==> config.mk <==
export PLATFORM = sky130hd
export DESIGN_NAME = icache_fetch_flat
export DESIGN_NICKNAME = d
export VERILOG_FILES = /design/src/rtl/icache_fetch_if.sv /design/src/rtl/icache_fetch.sv /design/src/flat_wrapper.sv
export SDC_FILE = /design/constraint.sdc
export NUM_CORES = 1
export LEC_CHECK = 0
export BUFFER_PORTS_ARGS = -buffer_cell sky130_fd_sc_hd__buf_2
export CORE_MARGIN = 2
export CORE_UTILIZATION = 56
export CTS_CLUSTER_SIZE = 40
export DETAILED_ROUTE_END_ITERATION = 7
export PLACE_DENSITY = 0.76
export SYNTH_ARGS = -nofsm -noshare
export SYNTH_HDL_FRONTEND = slang
export SYNTH_SLANG_ARGS = --single-unit
==> constraint.sdc <==
create_clock -name CLK -period 5.3 [get_ports CLK]
set_input_delay 0 -clock CLK [delete_from_list [all_inputs] [get_ports CLK]]
set_output_delay 0 -clock CLK [all_outputs]
set_load 0.01 [all_outputs]
==> src/rtl/icache_fetch_if.sv <==
// Fetch-side bundle of the instruction cache: PC request/response plus the
// memory controller's instruction read port.
interface icache_fetch_if;
    logic        imemREN;
    logic [31:0] imemaddr;
    logic        ihit;
    logic [31:0] imemload;
    logic        iREN;
    logic [31:0] iaddr;
    logic        iwait;
    logic [31:0] iload;

    modport slave (
        input  imemREN, imemaddr, iwait, iload,
        output ihit, imemload, iREN, iaddr
    );

    modport master (
        output imemREN, imemaddr, iwait, iload,
        input  ihit, imemload, iREN, iaddr
    );
endinterface

==> src/rtl/icache_fetch.sv <==
// Direct-mapped, one-word-per-line instruction cache. Hits are combinational;
// a miss fetches a single word over iREN/iwait and serves it from the line.
module icache_fetch #(
    parameter int NSETS = 16
) (
    input  logic          CLK,
    input  logic          nRST,
    icache_fetch_if.slave bus
);
    localparam int IDXW = $clog2(NSETS);
    localparam int TAGW = 30 - IDXW;

    typedef enum logic {IDLE, MISS} state_t;

    state_t            state_q, state_d;
    logic              iren_q, iren_d;
    logic [31:0]       iaddr_q, iaddr_d;
    logic [NSETS-1:0]  valid_q, valid_d;
    logic [TAGW-1:0]   tag_q  [NSETS];
    logic [31:0]       data_q [NSETS];

    logic [IDXW-1:0]   req_idx, fill_idx;
    logic [TAGW-1:0]   req_tag, fill_tag;
    logic              hit, fill, ihit_w;
    logic              unused_addr_lsb;

    assign unused_addr_lsb = ^bus.imemaddr[1:0];

    always_comb begin
        req_idx  = bus.imemaddr[IDXW+1:2];
        req_tag  = bus.imemaddr[31:IDXW+2];
        fill_idx = iaddr_q[IDXW+1:2];
        fill_tag = iaddr_q[31:IDXW+2];
        hit      = bus.imemREN & valid_q[req_idx] & (tag_q[req_idx] == req_tag);

        state_d  = state_q;
        iren_d   = iren_q;
        iaddr_d  = iaddr_q;
        valid_d  = valid_q;
        fill     = 1'b0;

        unique case (state_q)
            IDLE: begin
                if (bus.imemREN && !hit) begin
                    state_d = MISS;
                    iren_d  = 1'b1;
                    iaddr_d = {bus.imemaddr[31:2], 2'b00};
                end
            end
            MISS: begin
                // iaddr_q doubles as the pending miss address; a PC redirect
                // cannot disturb it until the fill lands.
                if (!bus.iwait) begin
                    fill              = 1'b1;
                    valid_d[fill_idx] = 1'b1;
                    state_d           = IDLE;
                    iren_d            = 1'b0;
                    iaddr_d           = '0;
                end
            end
            default: begin
                state_d = IDLE;
                iren_d  = 1'b0;
                iaddr_d = '0;
            end
        endcase
    end

    always_ff @(posedge CLK or negedge nRST) begin
        if (!nRST) begin
            state_q <= IDLE;
            iren_q  <= 1'b0;
            iaddr_q <= '0;
            valid_q <= '0;
        end else begin
            state_q <= state_d;
            iren_q  <= iren_d;
            iaddr_q <= iaddr_d;
            valid_q <= valid_d;
        end
    end

    // Tag/data need no reset: valid gates every use of them.
    always_ff @(posedge CLK) begin
        if (fill) begin
            tag_q[fill_idx]  <= fill_tag;
            data_q[fill_idx] <= bus.iload;
        end
    end

    assign ihit_w       = (state_q == IDLE) & hit;
    assign bus.ihit     = ihit_w;
    assign bus.imemload = ihit_w ? data_q[req_idx] : '0;
    assign bus.iREN     = iren_q;
    assign bus.iaddr    = iaddr_q;
endmodule

==> src/flat_wrapper.sv <==
// flat-port wrapper written by rule: the top's interface ports become plain ports
module icache_fetch_flat 
#(
    parameter int NSETS = 16
)
  (CLK, nRST, bus_imemREN, bus_imemaddr, bus_iwait, bus_iload, bus_ihit, bus_imemload, bus_iREN, bus_iaddr);
  icache_fetch_if bus_i ();
  input  logic CLK;
  input  logic nRST;
  input wire logic [$bits(bus_i.imemREN)-1:0] bus_imemREN;
  input wire logic [$bits(bus_i.imemaddr)-1:0] bus_imemaddr;
  input wire logic [$bits(bus_i.iwait)-1:0] bus_iwait;
  input wire logic [$bits(bus_i.iload)-1:0] bus_iload;
  output wire logic [$bits(bus_i.ihit)-1:0] bus_ihit;
  output wire logic [$bits(bus_i.imemload)-1:0] bus_imemload;
  output wire logic [$bits(bus_i.iREN)-1:0] bus_iREN;
  output wire logic [$bits(bus_i.iaddr)-1:0] bus_iaddr;
  assign bus_i.imemREN = bus_imemREN;
  assign bus_i.imemaddr = bus_imemaddr;
  assign bus_i.iwait = bus_iwait;
  assign bus_i.iload = bus_iload;
  assign bus_ihit = bus_i.ihit;
  assign bus_imemload = bus_i.imemload;
  assign bus_iREN = bus_i.iREN;
  assign bus_iaddr = bus_i.iaddr;
  icache_fetch #(.NSETS(NSETS)) u_core (.CLK(CLK), .nRST(nRST), .bus(bus_i));
endmodule
# Yosys cells after proc, flatten, opt, wreduce, memory -nomap -nowiden
# Memories as Yosys holds them, arrays and structs flattened.
# Index checks and enable logic that the tools add are counted.
[totals]
ff_bits = 50
latch_bits = 0
ram_bits = 928
romBits = 0
elab_cells = 41
mem_count = 2
[op_classes]
addsub = 0
multipliers = 0
n_div = 0
magnitude_cmp = 3
n_eq_ne = 3
n_shift = 0
mux = 18
bitwise = 6
n_reduce_logical = 5
[mem_list]
columns = ["memory", "words", "word_bits", "rd", "rd_ports_with_merged_regs", "wr", "line_no", "source"]
rows = [
  ["u_core.data_q", 16, 32, 1, 0, 1, "icache_fetch.sv:20", "logic [31:0] data_q [NSETS];"],
  ["u_core.tag_q", 16, 26, 1, 0, 1, "icache_fetch.sv:19", "logic [TAGW-1:0] tag_q [NSETS];"],
]
[op_table]
columns = ["cell", "count"]
rows = [
  ["$mux 32", 3],
  ["$pmux 32 s2", 1],
  ["$eq 26x26->1", 1],
  ["$or 16x16->16", 1],
  ["$lt 4x5->1 const B", 2],
  ["$mux 1", 10],
  ["$bmux 1 s4", 1],
  ["$demux 1 s4", 1],
  ["$ge 4x1->1 const B", 1],
  ["$pmux 1 s2", 2],
  ["$reduce_and 2->1", 2],
  ["$and 1x1->1", 3],
  ["$logic_and 1x1->1", 2],
  ["$ne 2x1->1 const B", 1],
  ["$ne 2x2->1 const B", 1],
  ["$not 1->1", 2],
  ["$logic_not 1->1", 1],
]

# Longest topological paths before layout
# Gate-level depths: netlist of the first run.
[depth]
depth_word = 8
mapped_depth = 14
mapped_depth_nobuf = 8

# Worst setup path after synthesis of the first run
# No wires, ideal clock.
[synth_path]
kind = "flip-flop to flip-flop"
startpoint = "reg u_core.state_q"
endpoint = "reg u_core.valid_q[0]"
setup_ns = 0.089
arrival_time_ns = 5.368
required_time_ns = 5.211
slack_ns = -0.157
path_stages_with_launch = 6
n_path_buf = 1
period_less_slack_ns = 5.457
path_cell_list = "dfrtp_1 nand2b_1 clkbuf_1 or3_1 nor3_1 or2_2"
[synth_between]
elab_chain_len = 1
[synth_rtl]
columns = ["item", "line_no", "source"]
rows = [
  ["start, declared", "icache_fetch.sv:15", "state_t state_q, state_d;"],
  ["start signal, assigned", "icache_fetch.sv:76", "state_q <= state_d;"],
  ["$reduce_and 2->1 (no line)", "--", ""],
  ["end signal, assigned", "icache_fetch.sv:79", "valid_q <= valid_d;"],
  ["end, declared", "icache_fetch.sv:18", "logic [NSETS-1:0] valid_q, valid_d;"],
]
# Every way passes these cells.
# A chain may end at the register's enable or synchronous reset.

# Final worst setup path of the first run
[layout_path]
startpoint = "mem u_core.tag_q[15][16] in the netlist's numbering"
endpoint = "out bus_imemload[17]"
[layout_between]
elab_chain_len = 5
[layout_rtl]
columns = ["item", "line_no", "source"]
rows = [
  ["start, declared", "icache_fetch.sv:19", ""],
  ["$mem_v2 16x26", "--", ""],
  ["$eq 26x26->1", "icache_fetch.sv:34", "hit = bus.imemREN & valid_q[req_idx] & (tag_q[req_idx] == req_tag);"],
  ["$and 1x1->1", "icache_fetch.sv:34", ""],
  ["$and 1x1->1", "icache_fetch.sv:91", "assign ihit_w = (state_q == IDLE) & hit;"],
  ["$mux 32", "icache_fetch.sv:93", "assign bus.imemload = ihit_w ? data_q[req_idx] : '0;"],
  ["end, declared", "flat_wrapper.sv:15", "output wire logic [$bits(bus_i.imemload)-1:0] bus_imemload;"],
]
# Every way passes these cells.

==> impl_metrics.py, run 1 <==
metrics = {
    "logic_synthesis": {
        "ys_top_cells_by_count": "928 x edfxtp_1, 265 x mux4_2, 71 x mux2i_1, 53 x nand2_1, 48 x dfrtp_1",
        "synth_top_area_cell": "edfxtp_1",
        "synth-main-ff-cell": "edfxtp_1",
        "netlist_instances": 1684,
        "syn_area_um2": 37800,
        "synth_edf_count": 928,
        "async_reset_ff_frac": 0.0492,
        "synth-seq-cells": 976,
        "synth.avg_cell_area_um2": 22.5,
        "yosysMostFrequentCell": "edfxtp_1",
        "synth.distinct_cells": 46,
        "yosysWarnings": 0,
        "netlist_top_cells_area": "edfxtp_1 74%, mux4_2 16%, dfrtp_1 3.2%",
        "ys_seq_area_frac": 0.768,
        "synth_top_area_share": 0.736,
    },
    "clock_tree": {
        "tritoncts": "yes",
        "htreeDepth": 3,
        "clock_latency_ns": 0.64,
        "cts_buffers": 95,
        "clk_path_buf_depth": 3,
        "clkTransAtPathRegs_ns": 0.06,
        "cts_root_buf": "clkbuf_16",
        "clock_sinks": 976,
    },
    "routing": {
        "initialDrtViolationCount": 2133,
        "routed_via_density": 6.38,
        "route.detailed.wl_per_inst_um": 30.3,
        "finalWirelength_um": 87500,
        "vias": 18500,
        "drc": 0,
        "firstDrtPassIters": 5,
        "drt.antenna.violating_nets": 0,
    },
    "outcome": {
        "status": "complete, no violations",
    },
    "critical_path": {
        "path_class": "flop to output port",
        "cp-start-kind": "flop",
        "end_kind": "output port",
        "crit_arrival_ns": 4.18,
        "worstPathRequired_ns": 5.30,
        "r2r_cells": 9,
        "crit_fanout": 33,
    },
    "layout": {
        "nNetsFinal": 2010,
        "drive_gt1_frac": 0.307,
        "areaGrowthSynthToFinish_pct": 15.5,
        "nFillCells": 4231,
    },
    "floorplan": {
        "die_height_um": 264,
        "core_area_um2": 67000,
        "die_w_um": 264,
        "rows": 95,
        "design.die.area_um2": 69700,
        "ioPinCount": 134,
        "start_util": 0.564,
    },
    "sta": {
        "max_freq_mhz": 239,
        "min_period_ns": 4.18,
        "fin_skew_ns": 0.0245,
        "setup_tns_ns": 0,
        "setup_violations": 0,
        "maxSlewHeadroom": 0.256,
        "fin_crit_sh": 0.789,
        "tightest_slew_ns": 1.12,
        "rsz0062_at_grt": "false",
        "whs_ns": 0.0645,
        "slew_viol_final": 0,
        "hold_violations": 0,
    },
    "global_routing": {
        "grt_pass1_wl_um": 129000,
        "antenna_found_initial": 3,
        "grt_overflow": 0,
        "grt_pass1_vias": 19400,
        "grt_max_degree": 90,
        "track_usage": 0.255,
    },
    "placement": {
        "numPortBuffers": 129,
        "hpwlAfterDp_um": 43700,
        "finalWeightedCongestion": 0.767,
    },
    "min_path": {
        "min_path_type": "primary input to async pin",
    },
    "pwr": {
        "leakage_nw": 14.5,
        "peakVddDrop_mv": 0.227,
        "cellPowerDensity_nw_per_um2": 392,
    },
    "flow_run": {
        "maxCapViolations": 0,
    },
}
-- cell families after synthesis --
family / after synthesis / synth area share
buffers and inverters: 117 / 0.0148
flip-flops: 976 / 0.768
AO/OA/AOI/OAI: 43 / 0.00813
XOR/XNOR: 23 / 0.00532
AND/OR/NAND/NOR: 182 / 0.0252
multiplexers: 342 / 0.178
other: 1 / 0.0000991
-- final timing paths --
kind                       slack, ns                 start                    to
setup / recovery                1.12  u_core.tag_q[15][16]      bus_imemload[17]
setup reg to reg                1.37  u_core.tag_q[15][16]  u_core.bus.iaddr[15]
hold / removal                  0.06                  nRST  u_core.bus.iaddr[14]
hold reg to reg                 0.47     u_core.valid_q[5]     u_core.valid_q[5]
max in group asynchronous       4.69                  nRST   u_core.bus.iaddr[9]
min in group CLK                0.18      bus_imemaddr[13]  u_core.bus.iaddr[13]
-- registers in the layout (all words and copies together) (netlist names) --
| register | flops |
|---|---|
| u_core.tag_q | 416 |
| u_core.bus.iaddr | 30 |
| u_core.data_q | 512 |
| u_core.state_q | 1 |
| u_core.valid_q | 16 |
| u_core.bus.iREN | 1 |
-- where the power goes --
part / switching, mW / internal, mW
Sequential: 0.273 / 8.86
Clock: 2.80 / 4.04
Combinational: 0.638 / 0.526
Total: 3.72 / 13.4
-- critical path: stages, from the launching register on --
cell and delay, ns:
edfxtp_1 0.42, mux4_2 0.51, mux2i_1 0.32, xnor2_1 0.17, nor4_1 0.45, o2111ai_1 0.31
nor4_2 0.49, nand3b_1 0.17, buf_4 0.33, nor2b_1 0.21, buf_2 0.15
-- cells in the final DEF, fill, tap and decap left out, types with 5 or more instances in the layout --
cell,instances
a21oi_1,8
and3_1,5
buf_12,14
buf_2,126
buf_4,30
bufinv_16,13
clkbuf_1,17
clkbuf_16,97
clkinv_1,15
clkinv_2,15
clkinvlp_4,7
dfrtp_1,48
dlygate4sd3_1,74
edfxtp_1,928
inv_1,30
mux2_2,6
mux2i_1,71
mux4_2,265
nand2_1,53
nand2b_1,10
nand3_1,8
nand4_1,7
nor2_1,9
nor2_4,12
nor2b_1,38
nor3_1,6
nor4_1,5
o22ai_1,5
or2_2,16
xnor2_1,23
-- routing by layer --
metal / wire [µm] / vias to the layer above / global-route usage / share of wire
met2: 45600 / 978 / 0.433 / 0.52
met5: 16 / - / 0 / 0.00018
met3: 6690 / 144 / 0.0354 / 0.076
met1: 33100 / 9820 / 0.352 / 0.38
met4: 2080 / 2 / 0.0746 / 0.024
li1: - / 7520 / - / -
-- through the flow --
stage / utilization / power [mW] / area [µm²] / instances / worst slack (ns)
finish: 0.652 / 17.1 / 43700 / 2892 / 1.12
global route: 0.652 / 17.6 / 43700 / 2892 / 1.03
CTS: 0.652 / 17.2 / 43700 / 2890 / 1.13
detailed placement: 0.593 / 10.4 / 39800 / 2644 / 1.19
global placement: 0.593 / 10.3 / 39800 / 2644 / 1.21
floorplan: - / 9.88 / 37800 / 1685 / 0.0276
-- what timing repair did --
| item | CTS | global route |
|---|---|---|
| endpoints found under the setup margin | 0 | 0 |
| hold buffers | 74 | 0 |
| hold endpoints to repair | 587 | 0 |
| setup buffers | 0 | 0 |
| resized for setup | 0 | 0 |
-- final cells by class --
cell class	count	area [µm²]	share of cell area
Clock buffer	118	2550	0.0583
Sequential cell	976	29100	0.665
Timing Repair Buffer	246	1910	0.0436
Antenna cell	2	5.00	0.000115
Inverter	31	119	0.00272
Clock inverter	54	624	0.0143
Multi-Input combinational cell	592	8340	0.191
Tap cell	873	1090	0.0250
No activity file was read; power rests on OpenSTA's default activity.
==> run 2, diff against run 1 <==
- clock period: 5.3 -> 3.83 ns (I/O delays scaled with it)
==> run 2 against run 1 <==
Compared with the run above: critical path depth unchanged; global-route usage down 0.26 points; die area unchanged; critical path type unchanged.
==> impl_metrics.py, run 2 (synthesis gave the netlist of run 1 again) <==
metrics = {
    "floorplan": {
        "start_util": 0.564,
        "design.die.area_um2": 69700,
        "ioPinCount": 134,
        "rows": 95,
        "core_area_um2": 67000,
        "die_w_um": 264,
        "die_height_um": 264,
    },
    "routing": {
        "initialDrtViolationCount": 2297,
        "route.detailed.wl_per_inst_um": 29.8,
        "finalWirelength_um": 87300,
        "routed_via_density": 6.35,
        "firstDrtPassIters": 8,
        "vias": 18600,
        "drt.antenna.violating_nets": 0,
        "drc": 0,
    },
    "placement": {
        "place_area_um2": 40000,
        "hpwlAfterDp_um": 45600,
        "numPortBuffers": 129,
        "finalWeightedCongestion": 0.786,
    },
    "global_routing": {
        "antenna_found_initial": 4,
        "grt_max_degree": 53,
        "grt_pass1_wl_um": 127000,
        "grt_pass1_vias": 19200,
        "track_usage": 0.253,
        "grt_overflow": 0,
    },
    "sta": {
        "setup_tns_ns": 0,
        "fin_crit_sh": 0.983,
        "maxSlewHeadroom": 0.326,
        "rsz0062_at_grt": "true",
        "tightest_slew_ns": 1.01,
        "hold_violations": 0,
        "fin_skew_ns": 0.0564,
        "min_period_ns": 3.76,
        "slew_viol_final": 0,
        "max_freq_mhz": 266,
        "setup_violations": 0,
    },
    "critical_path": {
        "path_class": "flop to output port",
        "crit_fanout": 11,
        "worst-r2r-setup-slack_ns": 0.10,
        "cp-start-kind": "flop",
        "timing.rr.start": "u_core.tag_q[14][16]",
        "startpoint": "u_core.tag_q[10][14]",
        "worstPathRequired_ns": 3.83,
        "end_kind": "output port",
        "crit_arrival_ns": 3.76,
        "r2r_end": "u_core.bus.iaddr[18]",
        "r2r_cells": 10,
        "crit_end": "bus_imemload[6]",
    },
    "flow_run": {
        "maxCapViolations": 0,
    },
    "clock_tree": {
        "clock_latency_ns": 0.66,
        "clock_sinks": 976,
        "tritoncts": "yes",
        "clkTransAtPathRegs_ns": 0.06,
        "cts_root_buf": "clkbuf_16",
        "htreeDepth": 3,
        "clk_path_buf_depth": 3,
        "cts_buffers": 93,
    },
    "outcome": {
        "status": "complete, no violations",
    },
    "pwr": {
        "peakVddDrop_mv": 0.526,
        "cellPowerDensity_nw_per_um2": 530,
        "leakage_nw": 14.6,
    },
    "layout": {
        "top_register": "u_core.data_q",
        "drive_gt1_frac": 0.323,
        "final_cell_mix": "928 x edfxtp_1, 265 x mux4_2, 126 x buf_2",
        "nNetsFinal": 2043,
        "largest_reg_flops": 512,
        "layout_commonest_cell": "edfxtp_1",
        "areaGrowthSynthToFinish_pct": 15.9,
        "nFillCells": 4203,
        "final_area_um2": 43900,
    },
    "min_path": {
        "min_path_type": "primary input to async pin",
    },
}
==> run 2: report_power, final <==
part	internal, mW	leakage, nW	switching (mW)
sequential	12.3	8.99	0.388
combinational	0.741	4.14	0.888
clock	5.10	1.46	3.88
==> run 2: layout make-up <==
| class | instances | area, µm² | area share |
|---|---|---|---|
| Sequential cell | 976 | 29100 | 0.663 |
| Clock inverter | 55 | 509 | 0.0116 |
| Inverter | 31 | 119 | 0.00271 |
| Tap cell | 873 | 1090 | 0.0249 |
| Multi-Input combinational cell | 592 | 8450 | 0.193 |
| Antenna cell | 3 | 7.51 | 0.000171 |
| Timing Repair Buffer | 281 | 2140 | 0.0489 |
| Clock buffer | 116 | 2490 | 0.0567 |
==> run 2: critical path, stage by stage (launching register included) <==
cell	delay [ns]
edfxtp_1	0.38
mux4_2	0.46
mux4_2	0.54
xnor2_4	0.19
nand4_1	0.23
nor4_4	0.39
nand3b_1	0.21
buf_4	0.23
clkbuf_16	0.18
nor2b_1	0.14
buf_2	0.15
==> run 2: repair_timing <==
action / 4_1_cts / 5_1_grt
pin swaps: 1 / 5
setup endpoints to repair: 32 / 33
hold buffers: 70 / 0
gates cloned: 0 / 1
resized for setup: 6 / 11
setup buffers: 1 / 5
endpoints found under the hold margin: 592 / 0
==> run 2: through the flow <==
step | cells | power [mW] | hold WS, ns | utilization | setup slack, ns
6_report | 2927 | 23.3 | 0.00960 | 0.654 | 0.0654
2_1_floorplan | 1685 | 13.7 | -0.296 | - | -0.0406
3_3_place_gp | 2676 | 14.3 | -0.0913 | 0.597 | 0.376
3_5_place_dp | 2676 | 14.4 | -0.0854 | 0.597 | 0.303
4_1_cts | 2918 | 23.4 | 0.0307 | 0.653 | 0.0156
5_1_grt | 2926 | 23.9 | 0.0776 | 0.654 | -0.0660
==> run 2: metal layers <==
metal | wire [µm] | up-vias | track usage
li1 | - | 7585 | -
met1 | 33400 | 9753 | 0.356
met2 | 43200 | 1054 | 0.406
met3 | 8300 | 186 | 0.0556
met4 | 2400 | 2 | 0.0716
met5 | 13 | - | 0
==> run 2: how the worst min path moves through the flow <==
stage	end	depth (start not counted)	slack [ns]
after floorplan	u_core.bus.iREN	0	-0.30
after global placement	u_core.bus.iaddr[20]	1	-0.09
after detailed placement	u_core.bus.iaddr[20]	1	-0.09
after CTS	u_core.bus.iaddr[29]	3	0.03
after global routing	u_core.bus.iaddr[29]	3	0.08
final	u_core.bus.iaddr[29]	3	0.01
